<file path="src/rtl/serial_add_pkg.sv">
// Shared types and helpers for the bit-serial add/subtract sequencer.
package serial_add_pkg;

    localparam int DEFAULT_WIDTH = 8;

    // The unused encoding 2'd3 is handled as IDLE by the control FSM.
    typedef enum logic [1:0] {
        IDLE = 2'd0,
        RUN  = 2'd1,
        DONE = 2'd2
    } state_e;

    function automatic int clog2(input int n);
        int r;
        r = 0;
        for (int i = 0; i < 32; i++) begin
            if ((1 << r) < n) r = r + 1;
        end
        return r;
    endfunction

endpackage

</file>
<file path="src/rtl/serial_add_half_add_cell.sv">
// One-bit half adder; two of these form the serial full-adder slice.
module half_add_cell (
    input  logic a,
    input  logic b,
    output logic s,
    output logic c
);
    assign s = a ^ b;
    assign c = a & b;
endmodule

</file>
<file path="src/rtl/serial_add_ctrl.sv">
// Bit-serial add/subtract sequencer: captures operands, walks one bit per cycle
// LSB first through a shared full-adder slice, and publishes sum/cout on done.
module serial_add_ctrl
    import serial_add_pkg::*;
#(
    parameter int WIDTH = DEFAULT_WIDTH
) (
    input  logic             clk,
    input  logic             rst,
    input  logic             start,
    input  logic             sub,
    input  logic [WIDTH-1:0] op_a,
    input  logic [WIDTH-1:0] op_b,
    output logic             busy,
    output logic             done,
    output logic [WIDTH-1:0] sum,
    output logic             cout
);
    localparam int CW = clog2(WIDTH);
    localparam logic [CW-1:0] LAST = CW'(WIDTH - 1);

    state_e           state_q, state_d;
    logic [WIDTH-1:0] a_q, a_d, b_q, b_d, sh_q, sh_d, sum_q, sum_d;
    logic [CW-1:0]    cnt_q, cnt_d;
    logic             carry_q, carry_d, cout_q, cout_d;
    logic             s1, c1, s, c2;

    half_add_cell u_ha0 (.a(a_q[0]), .b(b_q[0]),  .s(s1), .c(c1));
    half_add_cell u_ha1 (.a(s1),     .b(carry_q), .s(s),  .c(c2));

    always_comb begin
        state_d = state_q;
        a_d     = a_q;
        b_d     = b_q;
        sh_d    = sh_q;
        sum_d   = sum_q;
        cnt_d   = cnt_q;
        carry_d = carry_q;
        cout_d  = cout_q;
        case (state_q)
            RUN: begin
                a_d     = a_q >> 1;
                b_d     = b_q >> 1;
                sh_d    = {s, sh_q[WIDTH-1:1]};
                carry_d = c1 | c2;
                // Exit decoded at WIDTH-1 so the counter never wraps.
                if (cnt_q == LAST) begin
                    state_d = DONE;
                    sum_d   = {s, sh_q[WIDTH-1:1]};
                    cout_d  = c1 | c2;
                end else begin
                    cnt_d = cnt_q + CW'(1);
                end
            end
            DONE: state_d = IDLE;
            default: begin
                // Subtraction is A + ~B + 1, the +1 entering as the initial carry.
                if (start) begin
                    state_d = RUN;
                    a_d     = op_a;
                    b_d     = sub ? ~op_b : op_b;
                    carry_d = sub;
                    cnt_d   = '0;
                    sh_d    = '0;
                end
            end
        endcase
    end

    always_ff @(posedge clk) begin
        if (rst) begin
            state_q <= IDLE;
            a_q     <= '0;
            b_q     <= '0;
            sh_q    <= '0;
            sum_q   <= '0;
            cnt_q   <= '0;
            carry_q <= 1'b0;
            cout_q  <= 1'b0;
        end else begin
            state_q <= state_d;
            a_q     <= a_d;
            b_q     <= b_d;
            sh_q    <= sh_d;
            sum_q   <= sum_d;
            cnt_q   <= cnt_d;
            carry_q <= carry_d;
            cout_q  <= cout_d;
        end
    end

    assign busy = (state_q == RUN);
    assign done = (state_q == DONE);
    assign sum  = sum_q;
    assign cout = cout_q;

endmodule

</file>
<file path="config.mk">
export PLATFORM = sky130hd
export DESIGN_NAME = serial_add_ctrl
export DESIGN_NICKNAME = d
export VERILOG_FILES = /design/src/rtl/serial_add_pkg.sv /design/src/rtl/serial_add_half_add_cell.sv /design/src/rtl/serial_add_ctrl.sv
export SDC_FILE = /design/constraint.sdc
export NUM_CORES = 1
export LEC_CHECK = 0
export CAP_MARGIN = 20
export CORE_AREA = 2 2 86 88
export CTS_CLUSTER_DIAMETER = 40
export CTS_CLUSTER_SIZE = 8
export DETAILED_ROUTE_END_ITERATION = 8
export DIE_AREA = 0 0 88 90
export HOLD_SLACK_MARGIN = 0.1
export PLACE_DENSITY_LB_ADDON = 0.12
export SYNTH_ARGS = -nofsm -noshare
export SYNTH_HDL_FRONTEND = slang
export SYNTH_HIERARCHICAL = 1
export SYNTH_SLANG_ARGS = --single-unit
</file>
<file path="constraint.sdc">
create_clock -name clk -period 3.4 [get_ports clk]
set_input_delay 0.68 -clock clk [delete_from_list [all_inputs] [get_ports clk]]
set_output_delay 0.68 -clock clk [all_outputs]
set_load 0.01 [all_outputs]
</file>
==> results.md, run 1 <==
- The flow ran to the end, and the final reports show no timing, DRC or antenna violations.
- The number of nets with antenna violations after detailed routing is 0.
- The die covers 0.00792 mm².
- The classification of the worst setup path is flip-flop to primary output.
- The final layout contains around 240 nets.
- Of all nets on the critical path, the largest fanout is 9.
- The total nets after synthesis is ~210.
- The number of global-route vias before repair is 1355.
- The detail-routed net length per standard cell is 11.9 µm.
- The synthesized netlist devotes 15.7% of its cell area to simple gates.
- The total power after layout is 1130 µW.
- The initial antenna violation count is 0.
- Of the cells placed in the final design, the portion with a size suffix greater than 1 is 7.51%.
- After synthesis the netlist holds a flip-flop and latch count of 38.
- The initial core utilization is around 24%.
- Max-cap violations in this run came to 0.
- From synthesis to final layout, the design area changed by 26.5%.
- Routability-driven placement finished with a final weighted congestion of 0.667.
- Between clock sinks in the finished design, the worst skew comes to approximately 0.0031 ns.
- Global routing used around a tenth of the available tracks across all layers.
- The power density normalized to cell area is 529 mW/mm².
- Setup repair after global routing left no endpoint under its margin.
- In the layout the commonest cells are sky130_fd_sc_hd__dfxtp_1 (38), sky130_fd_sc_hd__clkdlybuf4s50_1 (30), sky130_fd_sc_hd__nand2_1 (26).
- The remaining design rule violation count is 0.
- In this run, post-CTS repair resized a total of 0 instances.
- The iteration-0 DRC count of the detailed router is 56.
- The share of total power dissipated in sequential elements is 45.8%.
- Dividing the detail-routed via count by the number of cells gives 4.27.
- The number of max-slew violations in the final report is 0.
- In this design, the stage delay of the slowest critical-path cell is 0.60 ns.
- The wire length of the first global-routing pass is around 6300 µm.
- The count of buffers inserted at the top-level ports is 30.
- From left edge to right edge, the die measures 88 µm.
- The final count of hold timing violations is 0.
- The power share of the clock group is between 20% and 30%.
- The final total negative setup slack is 0 ns.
- The final period utilization is between 60 and 70%.
- The post-CTS repair timing setup buffer count is 0.
- After floorplanning, the core was divided into 31 placement rows.
- Entering global routing, the biggest net connects 27 pins.
- For this run, the detailed router's first-pass iteration total came to 4.
- Data on the critical path arrives at its endpoint at 1.59 ns.
- TritonCTS built the clock tree.
- The height of the die is 90 µm.
- The kind of start point of the critical path is a flip-flop.
- The post-synthesis compound-gate area fraction is 20.1%.
- The insertion delay to the later sink of the worst-skew pair is roughly 0.29 ns.
- The buffer levels on the longest clock path is 2.
- The number of buffers inserted for hold repair after clock tree synthesis is 0.
- The number of levels the H-tree was split into is 2.
- The largest individual stage delay along the critical path comes from the cell sky130_fd_sc_hd__clkdlybuf4s50_1.
- STA puts the critical path data required time at 2.72 ns.
- Of the total synthesized cell area, the portion taken by full adders, half adders and majority gates is 4.43%.
- After clock tree synthesis, the clock-pin slew on the worst setup and hold paths is 0.07 ns.
- The overflow left after global routing is 0.
- Headroom to the max-slew limit came out at a little under half.
- The multiplexer share of the synthesized area is 4.80%.
- Synthesis instantiated 31 different standard cells from the library.
- The internal power of the cells is about 790 µW.
- After synthesis, the largest family of logic cells by area is compound AO/OA/AOI/OAI gates.
- The final worst-path setup slack is about 1.1 ns.
- The startpoint of the worst-slack reg-to-reg timing path is state_q[1].
- The worst setup path is captured at a primary output.
- Leaving out fill and tap cells, the most frequent cell in the layout is sky130_fd_sc_hd__dfxtp_1.
- The maximum clock frequency is 440 MHz.
- Synthesis produced 185 cells.
- OpenSTA, run right after detailed placement, puts the worst setup slack at 1.11 ns.
- The number of buffers created by CTS is 5.
- The net switching share of the total power is 30.3%.
- For the pin with the worst max-slew slack, the measured transition is 0.802 ns.
- 0 antenna diodes ended up in the layout.
- The path class of the tightest hold or removal check is flip-flop to flip-flop.
- Per report_power, the combinational group accounts for 25.8% of the total.
- Wires add up to 3730 µm.
- The post-synthesis sequential area ratio is 44.9%.
- The launch point of the worst path is state_q[1].
- The netlist area before placement is 0.00169 mm².
- Walking the worst path, the cells encountered are inv_1 -> ha_1 -> clkdlybuf4s50_1.
- Summed over all nets, the switching power comes to 344 µW.
- The half-perimeter wire length of the detailed placement result is between 2000 and 2500 µm.
- In this run the most critical hold path is launched from b_q[7].
- The static leakage is about 0.00077 µW.
- During synthesis, Yosys emitted a total of 6 warnings.
- The clock period minus worst slack is between 2 and 2.5 ns.
- The cell sitting at the root of the clock tree is a sky130_fd_sc_hd__clkbuf_8.
- The total via count in the routed design is 1333.
- The post-synthesis area per instance is 9.16 µm².
- Pin placement for this block handled 31 I/O pins.
- Setup violations remaining at the end of the flow were counted as 0.
- The core box area is 0.00702 mm².
- The worst-case vdd ir drop is slightly below 0.0002 V.
- The synthesized-area fraction occupied by xor and xnor cells is between 4 and 5%.
- CTS saw 38 sinks.
==> power by group through the flow <==
stage               clock [µW]  combinational [µW]  sequential (µW)
global placement             0                 296              530
CTS                        336                 297              520
detailed placement           0                 295              530
floorplan                    0                 241              523
global route               355                 327              526
finish                     323                 292              520
==> area by class of cell <==
cell class,count,area (µm²)
sequential,38,761
tap,99,124
timing repair buffer,33,323
fill,773,4880
inverter,3,11.3
multi-input combinational,131,833
clock inverter,1,5.00
clock buffer,7,86.3
==> synth_stat cells, drive strengths merged <==
cell type / n / share of area [%]
a211o: 1 / 0.52
a211oi: 9 / 4.3
a21oi: 20 / 5.9
a22o: 2 / 1.0
a22oi: 7 / 3.1
a41o: 1 / 0.59
and2: 1 / 0.37
buf: 13 / 5.2
dfxtp: 38 / 45
ha: 6 / 4.4
inv: 3 / 0.66
mux2: 1 / 0.66
mux2i: 7 / 4.1
nand2: 27 / 6.1
nand2b: 8 / 3.0
nand3b: 1 / 0.44
nor2: 18 / 4.0
nor2b: 1 / 0.37
nor3b: 1 / 0.74
o211ai: 7 / 3.1
o21ai: 1 / 0.30
o21ba: 1 / 0.59
o21bai: 1 / 0.66
or3: 2 / 0.74
xnor2: 1 / 0.52
xor2: 7 / 3.6
==> path summary, 6_finish.rpt <==
path,endpoint,slack [ns],cells after the start
max,busy,1.13,3
min,b_q[7],0.45,2
max reg2reg,cnt_q[0],1.23,6
min reg2reg,b_q[7],0.45,2
==> routing by layer <==
metal | GRT usage, % | routed length (µm)
met4 | 3.46 | 61
met5 | 0 | 0
met1 | 13.5 | 1830
met3 | 2.75 | 161
met2 | 15.3 | 1670
==> state kept, by name, indices dropped and copies added, names as in the netlist <==
register  flops
sh_q          7
cnt_q         3
sum           8
carry_q       1
cout          1
a_q           8
b_q           8
state_q       2
==> metrics by stage <==
stage	instance area, µm²	util (%)	hold slack, ns	std cells
6_report	2140	30.5	0.450	312
5_1_grt	2140	30.5	0.463	312
4_1_cts	2140	30.5	0.451	312
3_5_place_dp	2050	29.2	0.440	304
3_3_place_gp	2050	29.2	0.437	304
2_1_floorplan	1690	-	0.427	185
==> critical path: cells and delay by family (launching register included) <==
family                   cells  cell delay, ns
flip-flops                   1            0.33
buffers and inverters        2            0.66
adder cells (fa/ha/maj)      1            0.31
==> cells by family after synthesis <==
family                     Yosys count
and+or+nand+nor                     59
AOI/OAI and AO/OA                   50
DFF                                 38
buffers and inverters               16
xor gates and xnor gates             8
muxes                                8
adders and majority gates            6
No activity file was read; power rests on OpenSTA's default activity.
==> run 2: changes to the inputs <==
==> constraint.sdc (replaced) <==
create_clock -name clk -period 2.3 [get_ports clk]
set_input_delay 0.46 -clock clk [delete_from_list [all_inputs] [get_ports clk]]
set_output_delay 0.46 -clock clk [all_outputs]
set_load 0.01 [all_outputs]
==> results.md, run 2 (synthesized netlist as in run 1, its figures left out) <==
- The max-capacitance violation count is 0.
- The worst setup path is captured at a primary output.
- The core region is approximately 0.007 mm².
- The clock tree root driver cell is sky130_fd_sc_hd__clkbuf_8.
- Broken down by cell family, the worst path's largest delay share belongs to buffers and inverters.
- The largest fanout of any net on the critical path is 10.
- The floorplan step set the die width to roughly 90 µm.
- The slew at the pin closest to its max-slew limit is 0.450 ns.
- Across the VDD grid, the largest voltage drop is 0.000332 V.
- The number of nets with antenna violations after detailed routing is 0.
- The power density normalized to cell area is roughly 780 mW/mm².
- The worst min-delay path class is flip-flop to flip-flop.
- Global routing finished with a remaining overflow of 0.
- The first TritonRoute pass finished after 4 iterations.
- The top cell types in the final layout, fill and taps aside, are sky130_fd_sc_hd__dfxtp_1 (38), sky130_fd_sc_hd__clkdlybuf4s50_1 (30), sky130_fd_sc_hd__nand2_1 (26).
- After the last flow step, the layout net total stands at 242.
- The analysis attributes to cell leakage a power of 0.000790 µW.
- The pin count of the biggest net entering global routing is 26.
- Counting I/O delays and the setup requirement, the final critical path takes between 2 and 2.5 ns.
- The die covers around 0.0079 mm².
- In the finished design, the share of the clock period the worst path needs comes to 90.1%.
- The overall track demand over capacity in global routing is 9.97%.
- In this run the most critical hold path is launched from b_q[7].
- The number of rows created at floorplan is 31.
- The total number of cells along the worst setup path is 3.
- The total via count in the routed design is 1341.
- The total of fill cells in the finished design is 741.
- Static timing analysis puts the maximum clock frequency at 482 MHz.
- The area used by sequential logic in the layout is 761 µm².
- The post-CTS repair timing setup buffer count is 0.
- In this run the worst setup path begins at state_q[1].
- Setup repair after global routing left no endpoint under its margin.
- The sum of buffers and inverters on the critical path is 2.
- The worst pin sits at a relative slew slack of 69.9%.
- The arrival time at the worst endpoint is 1.61 ns.
- The part of the total power dissipated in combinational logic is between 20% and 30%.
- After detailed routing, the number of vias per cell comes to 4.24.
- The multi-input combinational cells in the finished layout cover a total of 833 µm².
- The net switching share of the total power is 29.6%.
- The number of max-slew violations in the final report came to 0.
- The final count of hold timing violations is 0.
- Setup violations remaining at the end of the flow were counted as 0.
- The wire length of the first global-routing pass is 6250 µm.
- The number of global-route vias before repair is about 1300.
- The remaining design rule violation count is 0.
- In this run the deepest clock path goes through 2 buffers.
- The number of cells upsized or downsized after cts is 0.
- The clock transition at the registers of the reported paths is 0.08 ns.
- Summed over all nets, the switching power comes to 498 µW.
- For this configuration, the core starts out at a cell density of 24.1%.
- The register-to-register setup slack is 0.63 ns.
- The endpoint required time on the critical path is 1.84 ns.
- Counting cells, the worst reg-to-reg path comes to 6.
- In the final timing run, aggregate negative setup slack is 0 ns.
- The I/O pin count is 31.
- The delay contributed by the slowest stage of the critical path is about 0.6 ns.
- The total detailed-routing wirelength is 3600 µm.
- The library cell contributing the largest single delay on the critical path is sky130_fd_sc_hd__clkdlybuf4s50_1.
- The kind of start point of the critical path is a flip-flop.
- The detail-routed net length per standard cell is ~11 µm.
- The share of power burned in registers is 45.6%.
- The worst register-to-register path begins at state_q[1].
- The worst register-to-register path ends at carry_q.
- The classification of the worst setup path is flip-flop to primary output.
- TritonCTS built the clock tree.
- The H-tree was split into 2 levels.
- In the final layout, the share of cells above drive strength 1 is 9.22%.
- The number of cells traversed by the worst hold path is 2.
- Walking the worst path, the cells encountered are inv_1 -> ha_1 -> clkdlybuf4s50_1.
- The worst hold path terminates at b_q[7].
- Clock tree synthesis inserted a total of 5 buffers.
- Port buffering added 30 buffers.
- The detailed router finished its first iteration with 33 violations.
- The setup skew after layout is 0.00440 ns.
- The internal portion of the total power is approximately 1200 µW.
- The number of buffers inserted for hold repair after clock tree synthesis is 0.
- After layout, the worst setup slack is 0.227 ns.
- The final estimated routing congestion in global placement is slightly below 0.7.
- At the placement stage, the worst setup path has a slack of between 0.4 and 0.5 ns.
- The half-perimeter wire length of the detailed placement result is 2490 µm.
- The library cell used most frequently in the layout, excluding fill and tap cells, is sky130_fd_sc_hd__dfxtp_1.
- The initial antenna violation count is 0.
- The insertion delay to the later sink of the worst-skew pair is between 0.2 and 0.3 ns.
- The height of the die is 90 µm.
- The flow ran to the end, and the final reports show no timing, DRC or antenna violations.
- The area growth from synthesis to layout is 28.3%.
- The power share of the clock group is about 28%.
- The repair_antennas step left the layout with diodes totalling 0.
- The total number of clock tree sinks is 38.
==> run 2: cell types whose count changed in the layout (fill, tap and decap cells not counted), sizes merged <==
| cell | previous run | this run |
|---|---|---|
| buf | 3 | 7 |
==> run 2: cell type report <==
| cell class | count | area share (%) |
|---|---|---|
| clock inverters | 1 | 0.230 |
| inverters | 3 | 0.518 |
| repair buffers | 37 | 16.2 |
| flip-flops and latches | 38 | 35.0 |
| well taps | 99 | 5.70 |
| multi-input cells | 131 | 38.3 |
| clock buffers | 7 | 3.97 |
==> run 2: worst max path at each step <==
stage                     to  slack (ns)
floorplan           cnt_q[0]        0.83
global placement      b_q[7]        0.48
detailed placement    b_q[7]        0.44
CTS                     busy        0.20
global route            busy        0.12
finish                  busy        0.23
==> run 2: layer usage <==
layer | part of all wire [%] | global-route usage, % | up-vias
met1 | 50 | 13.0 | 612
met4 | 1.1 | 2.31 | 0
met5 | 0 | 0 | -
met3 | 3.4 | 3.58 | 5
met2 | 46 | 15.7 | 17
li1 | - | - | 707
==> run 2: metrics by stage <==
stage	instances	instance area, µm²	total power (µW)	hold WS [ns]	util, %
6_report	316	2170	1680	0.445	31.0
5_1_grt	316	2170	1820	0.467	31.0
4_1_cts	316	2170	1720	0.450	31.0
3_5_place_dp	308	2080	1240	0.440	29.7
3_3_place_gp	308	2080	1240	0.437	29.7
2_1_floorplan	185	1690	1130	0.427	-
==> run 2: power by group through the flow <==
stage / registers (µW) / logic (µW) / clock network, µW
finish: 767 / 446 / 471
global route: 779 / 507 / 532
CTS: 769 / 458 / 498
detailed placement: 784 / 456 / 0
global placement: 783 / 458 / 0
floorplan: 774 / 356 / 0
==> run 2: worst register-to-register path, cell delays in order, from the launching register on <==
cell                      delay (ns)
sky130_fd_sc_hd__dfxtp_1        0.33
sky130_fd_sc_hd__inv_1          0.06
sky130_fd_sc_hd__ha_1           0.33
sky130_fd_sc_hd__buf_4          0.36
sky130_fd_sc_hd__nor2_1         0.12
sky130_fd_sc_hd__a211o_1        0.28
sky130_fd_sc_hd__a21oi_1        0.12
==> run 3: changes to the inputs <==
--- a/config.mk
+++ b/config.mk
@@ -6,11 +6,11 @@
 export NUM_CORES = 1
 export LEC_CHECK = 0
 export CAP_MARGIN = 20
-export CORE_AREA = 2 2 86 88
+export CORE_AREA = 2 2 82 92
 export CTS_CLUSTER_DIAMETER = 40
 export CTS_CLUSTER_SIZE = 8
 export DETAILED_ROUTE_END_ITERATION = 8
-export DIE_AREA = 0 0 88 90
+export DIE_AREA = 0 0 84 94
 export HOLD_SLACK_MARGIN = 0.1
 export PLACE_DENSITY_LB_ADDON = 0.12
 export SYNTH_ARGS = -nofsm -noshare
==> results.md, run 3 (synthesized netlist as in run 1, its figures left out) <==
- The flow ran to the end, and the final reports show no timing, DRC or antenna violations.
- The static leakage is 0.000805 µW.
- The net switching share of the total power is 28.0%.
- Buffers inserted during clock tree synthesis total 5.
- The tree is rooted in a sky130_fd_sc_hd__clkbuf_8.
- The kind of start point of the critical path is a flip-flop.
- The I/O pin count is 31.
- The number of search-and-repair iterations in the first detailed-routing pass is 3.
- The number of buffers inserted for hold repair after clock tree synthesis is 0.
- Summing all flip-flop and latch instances after layout gives 761 µm².
- Setup violations remaining at the end of the flow were counted as 0.
- The part of the total power dissipated in combinational logic is 25.2%.
- The height of the die is 94 µm.
- The number of global-route vias before repair is 1322.
- STA classifies the critical path endpoint as a primary output.
- The multi-input combinational cells in the finished layout cover a total of 833 µm².
- The area growth from synthesis to layout is 29.0%.
- Setup repair after global routing left no endpoint under its margin.
- The floorplan has 32 rows.
- Once detailed placement completed, the half-perimeter wirelength came to 2530 µm.
- Once the clock tree was built, the resizer swapped 0 gates to a different size.
- The net count of the finished layout is 243.
- The finished layout cell area is 0.00218 mm².
- The final estimated routing congestion in global placement is about 0.69.
- The most frequent standard cell in the layout excluding fill and tap cells is sky130_fd_sc_hd__dfxtp_1.
- In the routed design, unresolved DRC markers number 0.
- The clock tree from TritonCTS is built.
- IR analysis of the VDD net gives a maximum drop of 0.000277 V.
- On the final layout, the worst hold slack is 0.446 ns.
- The clock period minus worst slack is about 1.9 ns.
- The endpoint required time on the critical path is 1.84 ns.
- The total via count in the routed design is around 1300.
- For this design the ratio of total power to cell area is 825 mW/mm².
- The final total negative setup slack is 0 ns.
- The number of nets with antenna violations after detailed routing is 0.
- For this run the aggregate overflow at the end of global routing stands at 0.
- For this design, the sink count on the clock tree is 38.
- Max-cap violations in this run came to 0.
- The H-tree generated during clock tree synthesis spans 2 levels.
- STA puts the critical path data arrival time at between 1 and 1.5 ns.
- Leaving out fill and tap cells, the most frequent cells in the layout are sky130_fd_sc_hd__dfxtp_1 (38), sky130_fd_sc_hd__clkdlybuf4s50_1 (30), sky130_fd_sc_hd__nand2_1 (26).
- The post-detailed-route via-to-cell ratio is 4.39.
- The wire length of the first global-routing pass is 6310 µm.
- The count of buffers inserted at the top-level ports is 30.
- The initial core utilization is 24.5%.
- The buffer levels on the longest clock path is 2.
- In the global route stage, overall resource usage came out at 10.1%.
- The share of power burned in registers is 42.6%.
- The worst min-delay path class is flip-flop to flip-flop.
- The die is 84 µm wide.
- The core occupancy in the finished layout is 31.5%.
- The iteration-0 DRC count of the detailed router is 56.
- The internal power of the cells totals 1300 µW.
- The initial antenna violation count is 0.
- The final period utilization is 84.1%.
- Measured against its own limit, the worst slew margin works out to 66.2%.
- The number of max-slew violations in the final report came to 0.
- The total of fill cells in the finished design is 754.
- The detail-routed net length per standard cell is 12.4 µm.
- The placed standard-cell area is 0.00207 mm².
- The largest fanout of any net on the critical path is 6.
- The fraction of final layout cells sized beyond drive strength 1 is under 10%.
- Entering global routing, the biggest net connects 26 pins.
- The clock transition at the registers of the reported paths is 0.07 ns.
- The later pin in the worst-skew pair is clocked with a latency of about 0.29 ns.
- The power share of the clock group is 32.3%.
- Wires add up to 3740 µm.
- For this run, the top clock speed supported by timing is ~520 MHz.
- The core box area is 0.00693 mm².
- In this run the post-CTS setup repair buffer count came out at 0.
- The area of the die is 0.00790 mm².
- The number of antenna repair diodes is 0.
- The final count of hold timing violations is 0.
- At the pin with the least slew margin, the transition time is 0.505 ns.
- The worst setup path is of the flip-flop to primary output kind.
- The setup skew after layout is 0.00632 ns.
- The total power after layout is 1800 µW.
- For this design the total switching power over the nets is 505 µW.
run 3: cell count changes in the layout (fill, tap and decap cells not counted), sizes merged:
cell / before / now
buf: 7 / 8
clkinv: 1 / 0
bufinv: 0 / 1
clkbuf: 7 / 6
run 3: area by class of cell:
type                       instances  share of cell area, %
inverter                           3                  0.515
sequential                        38                   34.8
multi-input combinational        131                   38.1
timing repair buffer              38                   16.5
clock buffer                       6                   3.78
tap                               85                   4.87
clock inverter                     1                   1.37
run 3: worst paths after layout:
| path | slack [ns] | end | startpoint | cells after the start |
|---|---|---|---|---|
| max | 0.37 | done | state_q[0] | 3 |
| min | 0.45 | b_q[7] | b_q[7] | 2 |
| max reg2reg | 0.68 | sh_q[7] | state_q[1] | 7 |
| min reg2reg | 0.45 | b_q[7] | b_q[7] | 2 |
run 3: power by group through the flow:
stage | Clock [µW] | Combinational (µW) | Sequential (µW)
floorplan | 0 | 356 | 774
CTS | 609 | 463 | 768
global placement | 0 | 463 | 784
global route | 630 | 509 | 777
detailed placement | 0 | 461 | 783
finish | 582 | 453 | 767
run 3: worst max-delay path, stage by stage (launching register included):
cell,delay [ns]
sky130_fd_sc_hd__dfxtp_1,0.31
sky130_fd_sc_hd__inv_1,0.07
sky130_fd_sc_hd__ha_1,0.23
sky130_fd_sc_hd__clkdlybuf4s50_1,0.56
run 3: layer usage:
metal	part of all wire [%]	global-route usage, %
met1	49	13.5
met2	45	15.3
met3	3.8	2.28
met4	2.2	5.24
met5	0	0
run 3: through the flow:
step | instances | setup slack [ns]
detailed placement | 295 | 0.373
global placement | 295 | 0.440
global route | 302 | 0.286
CTS | 302 | 0.340
finish | 302 | 0.365
floorplan | 185 | 0.833
